<file path="config.mk">
export PLATFORM = sky130hd
export DESIGN_NAME = fft_out_reorder
export DESIGN_NICKNAME = d
export VERILOG_FILES = /design/src/rtl/fft_out_reorder.sv
export SDC_FILE = /design/constraint.sdc
export NUM_CORES = 1
export LEC_CHECK = 0
export ABC_AREA = 1
export CORE_MARGIN = 2
export CORE_UTILIZATION = 50
export DETAILED_ROUTE_END_ITERATION = 8
export PLACE_DENSITY = 0.74
export SKIP_CTS_REPAIR_TIMING = 1
export SLEW_MARGIN = 20
export SYNTH_ARGS = -nofsm -noshare
export SYNTH_HDL_FRONTEND = slang
export SYNTH_SLANG_ARGS = --single-unit
</file>
<file path="constraint.sdc">
create_clock -name clk -period 4.9 [get_ports clk]
set_input_delay 0.49 -clock clk [delete_from_list [all_inputs] [get_ports clk]]
set_output_delay 0.49 -clock clk [all_outputs]
set_load 0.02 [all_outputs]
</file>
<file path="src/rtl/fft_out_reorder.sv">
// fft_out_reorder
//
// Output reordering buffer at the tail of the R2MDC FFT pipeline. The last
// butterfly stage delivers two parallel streams (Y0 on in0, Y1 on in1) in
// bit-reversed bin order; this block collects a full frame into one bank of
// a ping-pong buffer and replays it in natural bin order, one complex sample
// per cycle, while the other bank is being filled.
//
// Parameters
//   N   FFT size, power of two, 4..256
//   DW  component width (signed Q8.8), passed through bit-exact
//
// Ports
//   clk                   rising-edge clock
//   rst_n                 synchronous active-low reset
//   in_valid / in_ready   input pair handshake
//   in0_re, in0_im        butterfly Y0 output (bin b0 = bitrev(pair))
//   in1_re, in1_im        butterfly Y1 output (bin b0 + N/2)
//   out_valid / out_ready output sample handshake
//   out_re, out_im        natural-order bin value (0 when !out_valid)
//   out_idx               bin index of current output (0 when !out_valid)
//   out_last              high with bin N-1

module fft_out_reorder #(
  parameter int N  = 16,
  parameter int DW = 16
) (
  input  logic                 clk,
  input  logic                 rst_n,
  input  logic                 in_valid,
  output logic                 in_ready,
  input  logic [DW-1:0]        in0_re,
  input  logic [DW-1:0]        in0_im,
  input  logic [DW-1:0]        in1_re,
  input  logic [DW-1:0]        in1_im,
  output logic                 out_valid,
  input  logic                 out_ready,
  output logic [DW-1:0]        out_re,
  output logic [DW-1:0]        out_im,
  output logic [$clog2(N)-1:0] out_idx,
  output logic                 out_last
);

  localparam int addr_w = $clog2(N);
  localparam int pair_w = addr_w - 1;

  localparam logic [pair_w-1:0] pair_last = pair_w'(N / 2 - 1);
  localparam logic [addr_w-1:0] bin_last  = addr_w'(N - 1);

  typedef enum logic [1:0] {
    bank_empty,
    bank_filling,
    bank_full,
    bank_draining
  } bank_state_t;

  bank_state_t         bank_state [2];
  logic                wr_bank;
  logic                rd_bank;
  logic [pair_w-1:0]   wr_cnt;
  logic [addr_w-1:0]   rd_cnt;

  logic [2*DW-1:0]     mem [2*N];

  logic [1:0]          full;
  logic                wr_fire;
  logic                rd_fire;
  logic [pair_w-1:0]   pair_rev;
  logic [2*DW-1:0]     rd_word;

  // Bit reversal over log2(N)-1 bits maps the pair counter to the bin
  // carried on in0; the in1 bin is the same address with the MSB set.
  function automatic logic [pair_w-1:0] bit_reverse(input logic [pair_w-1:0] v);
    logic [pair_w-1:0] r;
    r = '0;
    for (int i = 0; i < pair_w; i++) begin
      r[i] = v[pair_w-1-i];
    end
    return r;
  endfunction

  // A bank counts as full from the moment its last pair lands until its
  // last sample leaves, i.e. in both the FULL and DRAINING states.
  always_comb begin
    full = '0;
    for (int i = 0; i < 2; i++) begin
      full[i] = (bank_state[i] == bank_full) || (bank_state[i] == bank_draining);
    end
  end

  // Handshakes are decoded from registered state only, so a drain that
  // completes this cycle cannot open in_ready until the next one.
  assign in_ready  = !full[wr_bank];
  assign out_valid = full[rd_bank];
  assign wr_fire   = in_valid && in_ready;
  assign rd_fire   = out_valid && out_ready;
  assign pair_rev  = bit_reverse(wr_cnt);
  assign rd_word   = mem[{rd_bank, rd_cnt}];

  // Output fields are forced to zero whenever nothing valid is presented.
  assign out_re   = out_valid ? rd_word[2*DW-1:DW] : '0;
  assign out_im   = out_valid ? rd_word[DW-1:0]    : '0;
  assign out_idx  = out_valid ? rd_cnt             : '0;
  assign out_last = out_valid && (rd_cnt == bin_last);

  // Sample storage. Each accepted pair writes two words into the current
  // write bank at their natural-order addresses; contents are not reset
  // because the full flags alone decide what is ever read out.
  always_ff @(posedge clk) begin
    if (wr_fire) begin
      mem[{wr_bank, 1'b0, pair_rev}] <= {in0_re, in0_im};
      mem[{wr_bank, 1'b1, pair_rev}] <= {in1_re, in1_im};
    end
  end

  // Per-bank lifecycle plus write/read pointers. A write can only target a
  // bank that is not full and a read only a bank that is, so when both fire
  // in the same cycle they always touch different banks and both updates
  // take effect together.
  always_ff @(posedge clk) begin
    if (!rst_n) begin
      bank_state[0] <= bank_empty;
      bank_state[1] <= bank_empty;
      wr_bank       <= 1'b0;
      rd_bank       <= 1'b0;
      wr_cnt        <= '0;
      rd_cnt        <= '0;
    end else begin
      if (wr_fire) begin
        if (wr_cnt == pair_last) begin
          bank_state[wr_bank] <= bank_full;
          wr_bank             <= !wr_bank;
          wr_cnt              <= '0;
        end else begin
          bank_state[wr_bank] <= bank_filling;
          wr_cnt              <= wr_cnt + pair_w'(1);
        end
      end
      if (rd_fire) begin
        if (rd_cnt == bin_last) begin
          bank_state[rd_bank] <= bank_empty;
          rd_bank             <= !rd_bank;
          rd_cnt              <= '0;
        end else begin
          bank_state[rd_bank] <= bank_draining;
          rd_cnt              <= rd_cnt + addr_w'(1);
        end
      end
    end
  end

endmodule

</file>
==> metrics.md, run 1 <==
| Metric | Value |
|---|---|
| First-pass GRT wire length | 162,000 um |
| Post-Route Utilization | 0.570 |
| RSZ-0062 raised after global routing | no |
| Kind of critical path | reg2out |
| DIE WIDTH | 297 um |
| Worst hold path type | reg2reg |
| Port bufs | 106 |
| Synth top area cells | edfxtp_1, nand2_1, nand3_1, inv_1, nor2_1 |
| Slew at the pin closest to its max-slew limit | 1.14 ns |
| Sink Count | 1,035 |
| Fmax | 0.222 GHz |
| Via density | 5.49 |
| Setup crit start kind | flip-flop |
| Share of cells above drive strength 1 | 0.0541 |
| Rel. slew slack | 0.242 |
| Clk buf depth | 3 |
| Final Max Tran Viols | 0 |
| Mux cell area share after synthesis | 0 |
| Peak supply drop | 0.299 mV |
| LEAKAGE | 18.5 nW |
| TritonCTS buffer count | 100 |
| Hpwl dp | 56,200 um |
| Vias post-DR | 28,500 |
| Initial core utilization | 0.504 |
| PnR Total Power | 0.0184 W |
| Clk root buf | clkbuf_16 |
| Skew final | 0.0267 ns |
| Minimum clock period | 4.51 ns |
| Routed WL | 107,000 um |
| Pwr per Cell Area | 380 nW/um^2 |
| Die Y | 297 um |
| Die area | 88,200 um^2 |
| CP Capture Type | output port |
| Crit path max fanout | 59 |
| Final hold slack | 0.546 ns |
| Post-synthesis simple-gate area fraction | 0.200 |
| Syn nets | 3,983 |
| Initial antenna violation count | 9 |
| Area grow syn2layout | 13.1% |
| Register area share after synthesis | 0.722 |
| DRC | 0 |
| Avg Synthesized Cell Area | 11.0 um^2 |
| Arr. time, crit path | 4.02 ns |
| GRT Util Overall | 0.240 |
| Top Ports | 107 |
| TritonCTS clock tree | yes |
| Reg clk slew, reported paths | 0.06 ns |
| Largest net degree at the start of global routing | 196 |
| Nets@finish | 4,039 |
| Hold Fails Final Rpt | 0 |
| WL/cell | 20.7 um |
| Clock latency on the worst-skew pair | 0.67 ns |
| Total grt overflow | 0 |
| Number of flops mapped to enable cells by yosys | 1,026 |
| Final Cycle Share | 0.920 |
| Synth Area in Compound Gates | 0.0246 |
| Final setup TNS | 0 ns |
| Vias in the first global route | 27,200 |
| Xor and xnor area share after synthesis | 0 |
| Ys flop type | edfxtp_1 |
| Antenna-violating nets left | 0 |
| Register bit total from synthesis | 1,035 |
| Largest family of logic cells by synthesized area | simple AND/OR/NAND/NOR gates |
| Final WS setup | 0.394 ns |
| Max-Cap Viols | 0 |
| Endpoints failing setup | 0 |
| Row count | 107 |
| DRT iter0 DRCs | 3,381 |
| First-pass DRT Iterations | 5 |
| WP data required | 4.41 ns |
| Status | complete, no violations |
| Dpl ws | 1.09 ns |
| Synth cell types | 21 |
| Post-Syn Area | 42,900 um^2 |
| Synth area leader | edfxtp_1 |
| Post-Synth Adder-Cell Area | 0.000875 |
| # H-tree levels | 3 |
| Async SR Flop Fraction | 0 |
| Yosys warnings | 0 |
| GP Congestion | 0.821 |
| Area share of the largest cell type after synthesis | 0.718 |
| Core area | 85,100 um^2 |
| Synth Instances | 3,912 |
-- cells in the mapped netlist, types with 3 or more instances --
cell and instances:
nand2_1 1256, edfxtp_1 1026, nand3_1 518, inv_1 342
nor2_1 327, o21ai_0 137, buf_2 99, clkbuf_1 82
a21oi_1 38, o21ai_1 33, buf_1 26, dfxtp_1 9
buf_6 5, ha_1 3, nor3_1 3
-- flip-flops by register name, indices dropped and copies added (netlist names) --
register	cells
bank_state	2
mem	1024
rd_bank	1
rd_cnt	4
wr_bank	1
wr_cnt	3
-- logic make-up (layout without fill, tap and decap cells) --
kind of cell,count (synthesis),after routing
buffers and inverters,558,692
flip-flops,1035,1035
adder cells (fa/ha/maj),3,3
other,0,3
AND/OR/NAND/NOR,2106,2106
AO/OA/AOI/OAI,210,210
-- power by group --
| part | total [W] | internal [W] | leakage (nW) | switching [W] |
|---|---|---|---|---|
| Combinational | 0.00126 | 0.000361 | 7.65 | 0.000895 |
| Clock | 0.00730 | 0.00409 | 1.50 | 0.00321 |
| Sequential | 0.00988 | 0.00985 | 9.33 | 0.0000328 |
-- cell usage in the layout, fill, tap and decap left out --
| cell type | count |
|---|---|
| a211oi_1 | 2 |
| a21oi_1 | 38 |
| and3_1 | 1 |
| buf_12 | 28 |
| buf_16 | 1 |
| buf_4 | 32 |
| bufinv_16 | 6 |
| clkbuf_1 | 22 |
| clkbuf_16 | 100 |
| clkbuf_8 | 2 |
| clkdlybuf4s50_1 | 106 |
| clkinv_1 | 30 |
| clkinv_16 | 1 |
| clkinv_2 | 13 |
| clkinv_8 | 4 |
| clkinvlp_4 | 1 |
| dfxtp_1 | 5 |
| dfxtp_2 | 1 |
| dfxtp_4 | 3 |
| diode_2 | 3 |
| edfxtp_1 | 1026 |
| ha_1 | 3 |
| inv_1 | 338 |
| inv_2 | 4 |
| inv_6 | 2 |
| inv_8 | 2 |
| nand2_1 | 1255 |
| nand2_2 | 1 |
| nand3_1 | 518 |
| nor2_1 | 311 |
| nor2_4 | 16 |
| nor3_1 | 3 |
| nor3b_2 | 1 |
| o21ai_0 | 137 |
| o21ai_1 | 32 |
| o21ai_4 | 1 |
-- metal layers --
metal	share of wire	up-vias	GRT usage	wire [um]
li1	-	13200	-	-
met4	0.035	10	0.0926	3810
met2	0.47	1376	0.392	50800
met1	0.40	13700	0.323	42700
met5	0.00063	-	0	68
met3	0.094	255	0.0441	10100
-- per-stage QoR --
step / area [um^2] / instances
after detailed placement: 45400 / 5010
after global placement: 45400 / 5009
after CTS: 48500 / 5190
after global routing: 48500 / 5192
final: 48500 / 5193
after floorplan: 42900 / 3912
-- final cells by class --
| type | count | area, um^2 |
|---|---|---|
| clock buffers | 124 | 2610 |
| repair buffers | 167 | 1890 |
| multi-input cells | 2319 | 9800 |
| well taps | 1144 | 1430 |
| clock inverters | 56 | 474 |
| diodes | 3 | 7.51 |
| inverters | 345 | 1310 |
| flip-flops and latches | 1035 | 31000 |
| fillers | 6632 | 36600 |
-- worst paths after layout --
| kind | from | end | slack, ns | cells past startpoint |
|---|---|---|---|---|
| worst max-delay path | rd_cnt[0] | out_im[5] | 0.39 | 10 |
| worst min-delay path | wr_cnt[1] | wr_cnt[1] | 0.55 | 2 |
| worst max register to register | wr_bank | mem[24][21] | 1.73 | 7 |
| worst min register to register | wr_cnt[1] | wr_cnt[1] | 0.55 | 2 |
-- worst max-delay path, cell delays in order, from the launching register on --
cell             delay [ns]
dfxtp_4                0.67
buf_4                  0.62
nand2_1                0.10
nand2_1                0.10
nand2_1                0.05
nand3_1                0.14
nand2_1                0.07
nor2_1                 0.41
nor2_1                 0.09
nor2_1                 0.35
clkdlybuf4s50_1        0.71
No activity file was read; power rests on OpenSTA's default activity.
==> run 2: changes to the inputs <==
SLEW_MARGIN = default   (was 20)
==> run 2 against run 1 <==
First-iteration DRC count grew 1.3%. Combinational power is essentially flat. Register-to-register slack lost 0.05 ns. Power grew 1.9%. Wire length grew 0.52%. Die area is the same. Design area grew 0.32%. Core utilization grew 0.18 points. Clock skew shrank 0.0034 ns. Flip-flop and latch count is the same. Sequential share of layout area shrank 0.20 points. Largest cell class unchanged. Highest routed layer unchanged.
==> metrics.md, run 2 (synthesized netlist as in run 1, its figures left out) <==
| Metric | Value |
|---|---|
| WP data required | 4.41 ns |
| Worst reg2reg endpoint | mem[11][17] |
| Vias post-DR | 28,500 |
| Critical path cell sequence | buf_4, nand2_1, nand2_1, nand2_1, nand3_1, nand2_1, nor2_1, nor2_1, nor2_1, clkdlybuf4s50_1 |
| # H-tree levels | 3 |
| Antenna-violating nets left | 0 |
| Slew at the pin closest to its max-slew limit | 1.21 ns |
| Peak supply drop | 0.351 mV |
| Share of cells above drive strength 1 | 0.0560 |
| RSZ-0062 raised after global routing | no |
| Arr. time, crit path | 4.04 ns |
| Clock latency on the worst-skew pair | 0.67 ns |
| Most frequent cells in the layout | nand2_1, edfxtp_1, nand3_1 |
| Initial antenna violation count | 9 |
| Largest regs | mem (1024), rd_cnt (4), wr_cnt (3) |
| Sink Count | 1,035 |
| Nets@finish | 4,039 |
| Hpwl dp | 56,000 um |
| Top Ports | 107 |
| Routed WL | 108,000 um |
| Final Cycle Share | 0.924 |
| WL/cell | 20.8 um |
| R2r worst-path depth | 7 |
| TritonCTS buffer count | 101 |
| Setup crit start kind | flip-flop |
| Kind of critical path | reg2out |
| Clk root buf | clkbuf_16 |
| Reg with most FFs | mem |
| Pwr per Cell Area | 386 nW/um^2 |
| Max reg flops | 1,024 |
| Worst setup path startpoint | rd_cnt[0] |
| Max-Cap Viols | 0 |
| R2R setup slack | 1.68 ns |
| Status | complete, no violations |
| Most common cell after layout, fill and taps aside | nand2_1 |
| Initial core utilization | 0.504 |
| Largest net degree at the start of global routing | 196 |
| Slowest cell delay on critical path | 0.71 ns |
| DIE WIDTH | 297 um |
| Sequential cell area | 31,000 um^2 |
| Hold Fails Final Rpt | 0 |
| Skew final | 0.0233 ns |
| Row count | 107 |
| Die Y | 297 um |
| TritonCTS clock tree | yes |
| Final setup TNS | 0 ns |
| DRT iter0 DRCs | 3,426 |
| DRC | 0 |
| First-pass GRT wire length | 164,000 um |
| Via density | 5.48 |
| Rel. slew slack | 0.191 |
| CP Capture Point | out_im[5] |
| CP Capture Type | output port |
| Worst R2R Start | wr_bank |
| First-pass DRT Iterations | 6 |
| Fmax | 0.221 GHz |
| GRT Util Overall | 0.243 |
| Final Max Tran Viols | 0 |
| Total grt overflow | 0 |
| Reg clk slew, reported paths | 0.06 ns |
| Area grow syn2layout | 13.4% |
| Clk buf depth | 3 |
| Fill cell count | 6,710 |
| Die area | 88,200 um^2 |
| Slowest stage cell, crit path | clkdlybuf4s50_1 |
| Cell mode on critical path | nand2_1 |
| LEAKAGE | 18.6 nW |
| Vias in the first global route | 27,500 |
| Crit path max fanout | 59 |
| Port bufs | 106 |
| Minimum clock period | 4.53 ns |
| GP Congestion | 0.821 |
| Worst hold path type | reg2reg |
| Area of the multi-input gates | 9800 um^2 |
| Endpoints failing setup | 0 |
| Core area | 85,100 um^2 |
| PnR Total Power | 0.0188 W |
[run 2: cell count changes in the layout (fill, tap and decap cells not counted), sizes merged]
cell | previous run | this run
inv | 346 | 347
bufinv | 6 | 10
buf | 61 | 60
diode | 3 | 4
clkinv | 48 | 35
clkinvlp | 1 | 5
clkbuf | 124 | 133
[run 2: power breakdown]
part	internal [W]	leakage, nW	switching, W
logic	0.000358	7.64	0.000897
clock network	0.00446	1.58	0.00320
registers	0.00985	9.33	0.0000328
total	0.0147	18.6	0.00413
[run 2: final cells by class]
cell class,count,area share
Clock inverter,52,0.0108
Antenna cell,4,0.000206
Sequential cell,1035,0.637
Timing Repair Buffer,166,0.0382
Tap cell,1144,0.0294
Inverter,345,0.0269
Clock buffer,133,0.0563
Multi-Input combinational cell,2319,0.201
[run 2: metal layers]
metal	GRT usage	share of wire	wire length, um
met2	0.394	0.48	51500
met1	0.327	0.40	42900
met5	0	0.00054	58
met3	0.0449	0.093	10000
met4	0.0945	0.033	3570
[run 2: worst max-delay path, delay by kind of cell, from the launching register on]
kind | cells | cell delay, ns
buf+inv | 2 | 1.32
flops | 1 | 0.66
simple gates | 8 | 1.32
[run 2: worst min-delay path by stage]
stage,start,endpoint,slack (ns),depth (start not counted)
after floorplan,wr_bank,wr_bank,0.49,2
after global routing,out_ready,rd_cnt[0],0.55,2
final,wr_bank,wr_bank,0.55,2
after global placement,wr_cnt[2],wr_cnt[2],0.52,2
after detailed placement,wr_cnt[2],wr_cnt[2],0.52,2
after CTS,wr_cnt[2],wr_cnt[2],0.53,2
[run 2: through the flow]
stage	setup WS, ns	hold WS (ns)	utilization	instances	instance area (um^2)
after floorplan	0.113	0.488	-	3912	42900
after global placement	1.09	0.518	0.533	5009	45400
after detailed placement	1.11	0.525	0.533	5009	45400
after CTS	0.371	0.533	0.572	5194	48700
after global routing	0.0648	0.550	0.572	5196	48700
final	0.374	0.549	0.572	5198	48700
